**config.mk**
```make
export PLATFORM = sky130hd
export DESIGN_NAME = pulse_event_logger
export DESIGN_NICKNAME = d
export VERILOG_FILES = /design/src/rtl/pulse_event_logger.sv
export SDC_FILE = /design/constraint.sdc
export NUM_CORES = 1
export LEC_CHECK = 0
export CAP_MARGIN = 30
export CORE_ASPECT_RATIO = 0.9
export CORE_MARGIN = 2
export CORE_UTILIZATION = 35
export DETAILED_ROUTE_END_ITERATION = 8
export SLEW_MARGIN = 30
export SYNTH_ARGS = -nofsm -noshare
export SYNTH_HDL_FRONTEND = slang
export SYNTH_SLANG_ARGS = --single-unit
```
**constraint.sdc**
```tcl
create_clock -name clk -period 2.85 [get_ports clk]
set_input_delay 0.7125 -clock clk [delete_from_list [all_inputs] [get_ports clk]]
set_output_delay 0.7125 -clock clk [all_outputs]
set_load 0.1 [all_outputs]
```
**src/rtl/pulse_event_logger.sv**
```systemverilog
// pulse_event_logger
// Timestamps single-cycle event pulses with a free-running counter and
// queues them in a first-word fall-through FIFO for a downstream consumer.
// A push into a full FIFO without a simultaneous pop is dropped and sets a
// sticky overflow flag; a simultaneous pop frees the slot so nothing drops.
//
// Build option:
//   PULSE_LOGGER_DROP_CNT_EN  adds an 8-bit saturating drop counter output
//                             (drop_cnt). Without it the port and counter
//                             are absent and behaviour is otherwise the same.

module pulse_event_logger #(
  parameter int TS_W  = 16,
  parameter int DEPTH = 8
) (
  input  logic                     clk,
  input  logic                     rst_n,
  input  logic                     pulse_in,
  input  logic                     enable,
  input  logic                     clr_ovf,
  output logic                     evt_valid,
  input  logic                     evt_ready,
  output logic [TS_W-1:0]          evt_ts,
  output logic [$clog2(DEPTH):0]   evt_count,
  output logic                     overflow
`ifdef PULSE_LOGGER_DROP_CNT_EN
  ,
  output logic [7:0]               drop_cnt
`endif
);

  localparam int AW = $clog2(DEPTH);
  localparam logic [AW:0]     FULL_CNT = (AW+1)'(DEPTH);
  localparam logic [TS_W-1:0] TS_ONE   = TS_W'(1);
  localparam logic [AW-1:0]   PTR_ONE  = AW'(1);
  localparam logic [AW:0]     CNT_ONE  = (AW+1)'(1);

  logic [TS_W-1:0] ts_cnt_q, ts_cnt_d;
  logic [AW-1:0]   wr_ptr_q, wr_ptr_d;
  logic [AW-1:0]   rd_ptr_q, rd_ptr_d;
  logic [AW:0]     count_q,  count_d;
  logic            overflow_q, overflow_d;
  logic [TS_W-1:0] mem_q [DEPTH];

  logic push_req;
  logic pop;
  logic full;
  logic push_ok;
  logic drop;

  // Handshake decode: a pop frees the head slot in the same cycle, so a push
  // into a full FIFO is still accepted when the consumer drains concurrently.
  always_comb begin
    push_req = pulse_in & enable;
    pop      = (count_q != '0) & evt_ready;
    full     = (count_q == FULL_CNT);
    push_ok  = push_req & (~full | pop);
    drop     = push_req & full & ~pop;
  end

  // Next-state for the timestamp counter, pointers, occupancy and sticky flag.
  always_comb begin
    ts_cnt_d   = ts_cnt_q + TS_ONE;
    wr_ptr_d   = wr_ptr_q;
    rd_ptr_d   = rd_ptr_q;
    count_d    = count_q;
    overflow_d = overflow_q;

    if (push_ok) begin
      wr_ptr_d = wr_ptr_q + PTR_ONE;
    end
    if (pop) begin
      rd_ptr_d = rd_ptr_q + PTR_ONE;
    end

    unique case ({push_ok, pop})
      2'b10:   count_d = count_q + CNT_ONE;
      2'b01:   count_d = count_q - CNT_ONE;
      default: count_d = count_q;
    endcase

    // A drop in the same cycle as a clear must leave the flag set.
    if (drop) begin
      overflow_d = 1'b1;
    end else if (clr_ovf) begin
      overflow_d = 1'b0;
    end
  end

  // Control state registers; reset discards every stored event at once.
  always_ff @(posedge clk or negedge rst_n) begin
    if (!rst_n) begin
      ts_cnt_q   <= '0;
      wr_ptr_q   <= '0;
      rd_ptr_q   <= '0;
      count_q    <= '0;
      overflow_q <= 1'b0;
    end else begin
      ts_cnt_q   <= ts_cnt_d;
      wr_ptr_q   <= wr_ptr_d;
      rd_ptr_q   <= rd_ptr_d;
      count_q    <= count_d;
      overflow_q <= overflow_d;
    end
  end

  // Storage array; contents are only observable through count_q, so it
  // needs no reset.
  always_ff @(posedge clk) begin
    if (push_ok) begin
      mem_q[wr_ptr_q] <= ts_cnt_q;
    end
  end

  // Fall-through head; forced to zero while empty so reset reads back zero.
  always_comb begin
    evt_valid = (count_q != '0);
    evt_ts    = evt_valid ? mem_q[rd_ptr_q] : '0;
    evt_count = count_q;
    overflow  = overflow_q;
  end

`ifdef PULSE_LOGGER_DROP_CNT_EN
  logic [7:0] drop_cnt_q, drop_cnt_d;

  // Saturating drop counter; a drop outranks a clear in the same cycle.
  always_comb begin
    drop_cnt_d = drop_cnt_q;
    if (drop) begin
      if (drop_cnt_q != 8'hFF) begin
        drop_cnt_d = drop_cnt_q + 8'd1;
      end
    end else if (clr_ovf) begin
      drop_cnt_d = 8'd0;
    end
  end

  // Drop counter register.
  always_ff @(posedge clk or negedge rst_n) begin
    if (!rst_n) begin
      drop_cnt_q <= 8'd0;
    end else begin
      drop_cnt_q <= drop_cnt_d;
    end
  end

  assign drop_cnt = drop_cnt_q;
`endif

endmodule
```
# [Word level (Yosys, flattened, before mapping)]
# Memory sizes are Yosys's and may differ from the RTL's.
# Index checks and enable logic that the tools add are counted.
[op_classes] n_addsub=5 eq_ne=3 mux=6 bitwise=8 reduce_logical=3
[ops] cell="adder 16 x 1 -> 16 bit (second input constant)" count=1
[ops] cell="2-to-1 mux 16 bit" count=1
[ops] cell="one-hot mux 4 bit (2 select lines)" count=1
[ops] cell="adder 3 x 1 -> 3 bit (second input constant)" count=2
[ops] cell="bitwise AND 1 bit" count=5
[ops] cell="adder 4 x 1 -> 4 bit (second input constant)" count=1
[ops] cell="== test 4 bit (second input constant)" count=1
[ops] cell="2-to-1 mux 1 bit" count=4
[ops] cell="nonzero test 2 bit" count=2
[ops] cell="nonzero test 4 bit" count=1
[ops] cell="subtractor 4 x 1 -> 4 bit (second input constant)" count=1
[ops] cell="== test 2 x 1 -> 1 bit (second input constant)" count=1
[ops] cell="== test 2 bit (second input constant)" count=1
[ops] cell="inverter 1 bit" count=2
[ops] cell="bitwise OR 1 bit" count=1
[word_totals] register_bits=27 ram_bits=128 output_inout_bits=22 elab_cells=31 n_memories=1
[memory_table] memory="mem_q" words=8 width=16 rd=1 rd_ports_with_merged_regs=0 write_ports=1 line="43" rtl="logic [TS_W-1:0] mem_q [DEPTH];"

# [Longest topological paths before layout]
# Gate-level depths: netlist of the first run.
[depth] word_depth=6 ltp_mapped=8 ltp_nobuf=7

# [Least setup slack after synthesis of the first run]
# No wires, ideal clock.
[synth_path] path_type="register to output" from="register count_q[1], in the netlist evt_count[1]" to="output evt_ts[10]" t_arrival_ns=2.855 slack_ns=-0.717 path_stages_with_launch=5 path_buffers=2 cell_sequence="dfrtp_1 clkbuf_8 nor4_4 clkbuf_1 nor2_1"
[synth_between] elab_chain_cells=2
[synth_lines] item="start, declared" line="41" rtl="logic [AW:0] count_q, count_d;"
[synth_lines] item="start signal, assigned" line="102" rtl="count_q <= count_d;"
[synth_lines] item="nonzero test 4 bit" line="117" rtl="evt_valid = (count_q != '0);"
[synth_lines] item="2-to-1 mux 16 bit" line="118" rtl="evt_ts = evt_valid ? mem_q[rd_ptr_q] : '0;"
[synth_lines] item="end, declared" line="23" rtl="output logic [TS_W-1:0] evt_ts,"
# No other way between the ends.

# [Final worst setup path of the first run]
[layout_path] from="register rd_ptr_q[1]" to="output evt_ts[12]"
[layout_between] elab_chain_cells=2
[layout_lines] item="start, declared" line="40" rtl="logic [AW-1:0] rd_ptr_q, rd_ptr_d;"
[layout_lines] item="start signal, assigned" line="101" rtl="rd_ptr_q <= rd_ptr_d;"
[layout_lines] item="memory read (8 x 16 bit)"
[layout_lines] item="2-to-1 mux 16 bit" line="118"
# No other way between the ends.

==> results.py, run 1 <==
metrics = {
    "cells_and_area": {
        "num-fill-cells": 1517,
        "finalNonFillerCells": 642,
        "drive_above_1_share_pct": 37.6,
        "antennaDiodeCount": 0,
        "nets": 399,
        "syn_to_final_growth_pct": 25.6,
        "design_area_um2": 7820,
    },
    "worst_hold_path": {
        "hold_path_depth": 2,
        "hold_path.class": "reg2reg",
    },
    "placed_design": {
        "gp_congestion": 0.780,
        "place_area_um2": 7120,
        "place_inst": 600,
        "hpwl_mm": 7.42,
        "io_buffer_count": 27,
    },
    "setup_path": {
        "arrival_ps": 2100,
        "crit_required_ps": 2140,
        "path_class": "reg2out",
        "cp-end-kind": "output pin",
        "path_max_fanout": 5,
        "cp-start-kind": "flop",
        "r2r_cells": 5,
    },
    "logic_synthesis": {
        "syn_area_um2": 6230,
        "ys_warn_count": 0,
        "synth_top_area_share_pct": 61.7,
        "avgSynthCellArea_um2": 19.1,
        "yosys.area.top_type": "edfxtp_1",
        "synth_fp_nets": 336,
        "yosysSeqAreaShare_pct": 72.5,
        "ys_ff_latch": 155,
        "async_flop_share_pct": 17.4,
        "synthCells": 326,
        "yosys.cell_types.count": 42,
        "synth_enable_flop_cells": 128,
        "synth_area_leaders": "edfxtp_1 (62%), mux4_2 (12%), dfrtp_1 (11%)",
        "ys.flop_type": "edfxtp_1",
    },
    "global_routing": {
        "antenna_found_initial": 0,
        "grt_pass1_wl_mm": 17.9,
        "track_usage_pct": 13.3,
        "overflow": 0,
        "grt_start_max_net_pins": 28,
        "grt_pass1_vias": 3144,
    },
    "drt": {
        "routed_via_density": 4.76,
        "drtAntennaViolNets": 0,
        "dr.pass1.iters": 4,
        "drc": 0,
        "drt_iter0_drc": 210,
        "vias": 3057,
        "drt-wirelength-per-cell_um": 17.7,
        "wl_mm": 11.4,
    },
    "pwr": {
        "p_leak_uw": 0.00284,
        "ir_drop_v": 0.000719,
        "powerDensity_nw_per_um2": 1200,
    },
    "status": {
        "status": "finished, final reports clean",
    },
    "timing": {
        "fin_crit_ps": 2810,
        "worstMarginPinSlew_ps": 513,
        "max_freq_mhz": 356,
        "finalHoldViolCount": 0,
        "fin_crit_sh_pct": 98.6,
        "rsz0062_at_grt": "true",
        "max_slew_margin_pct": 65.6,
        "clock-skew-final_ps": 11.1,
        "final-max-slew-violation-count": 0,
        "setup_viol": 0,
    },
    "floorplan": {
        "row_count": 46,
        "start_util_pct": 35.5,
        "fp.dieW_um": 145,
        "core_um2": 17600,
        "io_pins": 28,
        "die_y_um": 131,
        "die-area_um2": 18900,
    },
    "cts": {
        "clkSinkCount": 155,
        "root_buffer": "clkbuf_16",
        "cts_max_level": 4,
        "postCtsHoldBufs": 0,
        "cts_tree": "done",
        "cts_buffers": 17,
        "worstSkewPairLatency_ps": 420,
        "clk_pin_slew_ps": 60,
        "clk_path_buf_depth": 2,
    },
    "run": {
        "cap_violations": 0,
    },
}
-- routing by layer --
layer	vias to the layer above	GRT usage (%)	wire length, µm
met5	-	0	0
met4	0	4.63	153
met3	12	4.30	441
met2	59	20.4	5570
met1	1579	18.1	5220
li1	1407	-	-
-- stage by stage --
step	hold slack (ps)	worst slack (ps)	TNS, ps	utilization (%)	total power [µW]
after global placement	519	208	0	40.5	7020
after CTS	533	5.07	0	44.3	9410
after detailed placement	525	148	0	40.5	7070
after global routing	581	-39.6	-287	44.6	9780
after floorplan	417	-233	-9220	-	5690
final	524	38.7	0	44.6	9410
-- report_power, final --
part           internal [µW]  leakage [µW]  switching (µW)
registers               2630       0.00159             165
logic                   1690      0.000958            2650
clock network           1470      0.000297             817
-- state kept, by name, summed over array words and instances, names as in the netlist --
| signal | flops |
|---|---|
| rd_ptr_q | 3 |
| overflow | 1 |
| mem_q | 128 |
| ts_cnt_q | 16 |
| wr_ptr_q | 3 |
| evt_count | 4 |
-- cell type report --
| cell class | instances | area (µm²) | share of cell area, % |
|---|---|---|---|
| clock buffer | 25 | 495 | 6.33 |
| multi-input combinational | 152 | 1670 | 21.3 |
| timing repair buffer | 59 | 706 | 9.02 |
| sequential | 155 | 4530 | 57.9 |
| clock inverter | 7 | 113 | 1.44 |
| tap | 240 | 300 | 3.84 |
| inverter | 4 | 15.0 | 0.192 |
-- synth_stat cells, types with 3 or more instances --
master      n
dfrtp_1    27
nor2_1     27
nor3_1      6
ha_1        4
nand3_1     6
nand2_1    13
xor2_1     10
edfxtp_1  128
nand4_1     3
buf_4       3
xnor2_1    11
mux2i_1    17
mux4_2     32
buf_2       5
-- worst max-delay path, cell delays in order (launching register included) --
cell and delay (ps):
dfrtp_4 490, buf_12 150, buf_4 130, mux4_2 440, mux2i_2 230, nor2_2 80
buf_12 170
-- final timing paths --
path                          endpoint  slack, ps         start
max                         evt_ts[12]         40   rd_ptr_q[1]
min                           overflow        520      overflow
max reg2reg                mem_q[5][6]        860  evt_count[0]
min reg2reg                   overflow        520      overflow
max in group asynchronous  rd_ptr_q[1]       1860         rst_n
min in group asynchronous  rd_ptr_q[2]        680         rst_n
-- cells by family after synthesis --
kind of cell,share of synthesized area (%)
and+or+nand+nor,5.28
adders and majority gates,0.803
AOI/OAI and AO/OA,1.49
xor gates and xnor gates,2.95
muxes,14.8
DFF,72.5
buffers and inverters,2.09
-- cells in the final DEF (no fill, tap or decap), types with 2 or more instances in the layout --
cell	netlist	final
buf_4	3	34
clkbuf_8	1	4
dfrtp_1	27	24
edfxtp_1	128	128
xnor2_1	11	11
nand2b_1	2	2
clkinv_2	0	3
nor3_2	1	5
inv_2	2	2
dfrtp_2	0	2
xor2_1	10	10
mux2_1	2	2
ha_1	4	4
mux2i_2	0	2
nand2_1	13	13
nor3_1	6	2
nor2_2	1	16
nand3_1	6	6
buf_12	1	20
clkdlybuf4s50_1	0	5
nand4_1	3	3
nor4_4	1	2
mux4_2	32	32
clkbuf_1	2	4
mux2i_1	17	15
nor2_1	27	11
clkbuf_16	0	17
inv_1	2	2
bufinv_16	0	3
-- repair_timing --
| action | in CTS | in global routing |
|---|---|---|
| setup endpoints to repair | 15 | 13 |
| gates resized for setup | 1 | 4 |
| buffers inserted | 6 | 4 |
Power figures use the tool's default switching activity.
==> run 2, diff against run 1 <==
--- a/config.mk
+++ b/config.mk
@@ -5,6 +5,7 @@
 export SDC_FILE = /design/constraint.sdc
 export NUM_CORES = 1
 export LEC_CHECK = 0
+export ABC_AREA = 1
 export CAP_MARGIN = 30
 export CORE_ASPECT_RATIO = 0.9
 export CORE_MARGIN = 2
==> results.py, run 2 <==
metrics = {
    "status": {
        "status": "finished, final reports clean",
    },
    "setup_path": {
        "r2r-end": "evt_count[2]",
        "crit_required_ps": 2140,
        "cp-endpoint": "evt_ts[15]",
        "cp-start-kind": "flop",
        "arrival_ps": 1980,
        "r2r-start": "evt_count[0]",
        "path_class": "reg2out",
        "r2r_cells": 13,
        "critPathLaunch": "rd_ptr_q[0]",
        "cp-end-kind": "output pin",
        "path_max_fanout": 33,
        "regToRegSetupSlack_ps": 1090,
    },
    "timing": {
        "final-max-slew-violation-count": 0,
        "max_freq_mhz": 371,
        "finalHoldViolCount": 0,
        "max_slew_margin_pct": 60.1,
        "fin_crit_ps": 2700,
        "totalNegativeSetupSlack_ps": 0,
        "fin_crit_sh_pct": 94.6,
        "clock-skew-final_ps": 10.7,
        "rsz0062_at_grt": "true",
        "setup_viol": 0,
        "worstMarginPinSlew_ps": 598,
    },
    "logic_synthesis": {
        "synth_fp_nets": 561,
        "post-synth-top-count-cell": "nor2_1",
        "synth_enable_flop_cells": 128,
        "synth_area_leaders": "edfxtp_1 (60%), dfrtp_1 (10%), nor2_1 (8.3%)",
        "yosysSeqAreaShare_pct": 70.0,
        "ys.flop_type": "edfxtp_1",
        "yosys.cell_types.count": 27,
        "syn_area_um2": 6460,
        "synthCells": 551,
        "async_flop_share_pct": 17.4,
        "yosys.area.top_type": "edfxtp_1",
        "ys_top_cells_by_count": "nor2_1 (142), edfxtp_1 (128), o21ai_1 (76)",
        "ys_ff_latch": 155,
        "ys_warn_count": 0,
        "avgSynthCellArea_um2": 11.7,
        "synth_top_area_share_pct": 59.5,
    },
    "floorplan": {
        "core_um2": 18200,
        "start_util_pct": 35.4,
        "fp.dieW_um": 147,
        "die-area_um2": 19600,
        "row_count": 47,
        "die_y_um": 133,
        "io_pins": 28,
    },
    "cts": {
        "cts_buffers": 17,
        "worstSkewPairLatency_ps": 420,
        "clk_pin_slew_ps": 60,
        "cts_resized": 1,
        "postCtsHoldBufs": 0,
        "cts_max_level": 4,
        "root_buffer": "clkbuf_16",
        "cts_tree": "done",
        "post-cts-setup-buffers": 0,
        "clkSinkCount": 155,
        "clk_path_buf_depth": 2,
    },
    "drt": {
        "drc": 0,
        "drtAntennaViolNets": 0,
        "drt_iter0_drc": 292,
        "routed_via_density": 4.74,
        "dr.pass1.iters": 4,
        "wl_mm": 13.5,
        "vias": 4016,
        "drt-wirelength-per-cell_um": 15.9,
    },
    "global_routing": {
        "track_usage_pct": 14.5,
        "grt_pass1_wl_mm": 21.4,
        "grt_pass1_vias": 4039,
        "grt_start_max_net_pins": 34,
        "overflow": 0,
        "antenna_found_initial": 0,
    },
    "cells_and_area": {
        "drive_above_1_share_pct": 17.8,
        "regMostFlops": "mem_q",
        "antennaDiodeCount": 0,
        "final_cell_mix": "edfxtp_1 (128), nor2_1 (126), o21ai_1 (76), o21ai_0 (38), nand2_1 (36)",
        "nets": 599,
        "largest_reg_flops": 128,
        "num-fill-cells": 1665,
        "syn_to_final_growth_pct": 22.7,
        "final_common_cell": "edfxtp_1",
    },
    "placed_design": {
        "gp_congestion": 0.768,
        "io_buffer_count": 27,
        "hpwl_mm": 8.91,
    },
    "worst_hold_path": {
        "hold_path.class": "reg2reg",
    },
    "run": {
        "cap_violations": 0,
    },
}
[run 2: changes by cell type in the layout (fill, tap and decap cells not counted), sizes merged, moves of 11 or more]
cell | previous run | this run
nand2 | 13 | 40
inv | 4 | 22
mux4 | 32 | 0
nand3 | 6 | 17
nor2 | 28 | 146
o21ai | 2 | 114
mux2i | 17 | 0
buf | 54 | 40
[run 2: through the flow]
| stage | std cells | utilization, % | hold slack, ps | area (µm²) | setup WS (ps) |
|---|---|---|---|---|---|
| 6_report | 847 | 43.5 | 536 | 7920 | 153 |
| 5_1_grt | 847 | 43.5 | 561 | 7920 | -11.3 |
| 4_1_cts | 847 | 43.4 | 538 | 7910 | 47.4 |
| 3_5_place_dp | 815 | 39.9 | 523 | 7270 | 276 |
| 3_3_place_gp | 815 | 39.9 | 524 | 7270 | 313 |
| 2_1_floorplan | 551 | - | 417 | 6550 | 100 |
[run 2: routing by layer]
| metal | vias to the layer above | wire length [µm] | track usage (%) |
|---|---|---|---|
| li1 | 1984 | - | - |
| met1 | 1943 | 6350 | 19.6 |
| met2 | 76 | 6420 | 22.5 |
| met3 | 13 | 492 | 3.72 |
| met4 | 0 | 223 | 5.88 |
| met5 | - | 0 | 0 |
[run 2: how the worst min path moves through the flow]
stage                 from      endpoint  cells after the start
2_1_floorplan        rst_n  evt_count[0]                      0
3_3_place_gp   wr_ptr_q[0]   wr_ptr_q[0]                      2
3_5_place_dp   wr_ptr_q[0]   wr_ptr_q[0]                      2
4_1_cts        wr_ptr_q[0]   wr_ptr_q[0]                      2
5_1_grt        wr_ptr_q[0]   wr_ptr_q[0]                      2
6_report       wr_ptr_q[0]   wr_ptr_q[0]                      2
[run 2: kinds of logic (layout without fill, tap and decap cells)]
family,Yosys count,in the layout,share of synthesized area [%]
AOI/OAI and AO/OA,115,115,8.93
and+or+nand+nor,211,211,14.1
adders and majority gates,4,4,0.775
xor gates and xnor gates,18,18,2.44
DFF,155,155,70.0
buffers and inverters,48,99,3.78
[run 2: final cells by class]
cell class                 count  area [µm²]  share of cell area, %
sequential                   155        4530                   57.1
multi-input combinational    348        1780                   22.4
timing repair buffer          45         591                   7.45
clock buffer                  20         437                   5.51
tap                          245         307                   3.87
clock inverter                12         198                   2.49
inverter                      22        87.6                   1.11
[run 2: critical path, stage by stage, from the launching register on]
cell     delay, ps
dfrtp_2        450
buf_8          190
nor2_1         120
nor2_1          40
o21ai_0         80
o21ai_0        120
o21ai_0        300
nor2_2         100
buf_12         180
Power of run 2 is not shown: default switching activity piles up to over one toggle a cycle in this logic, so the estimate is an artifact.
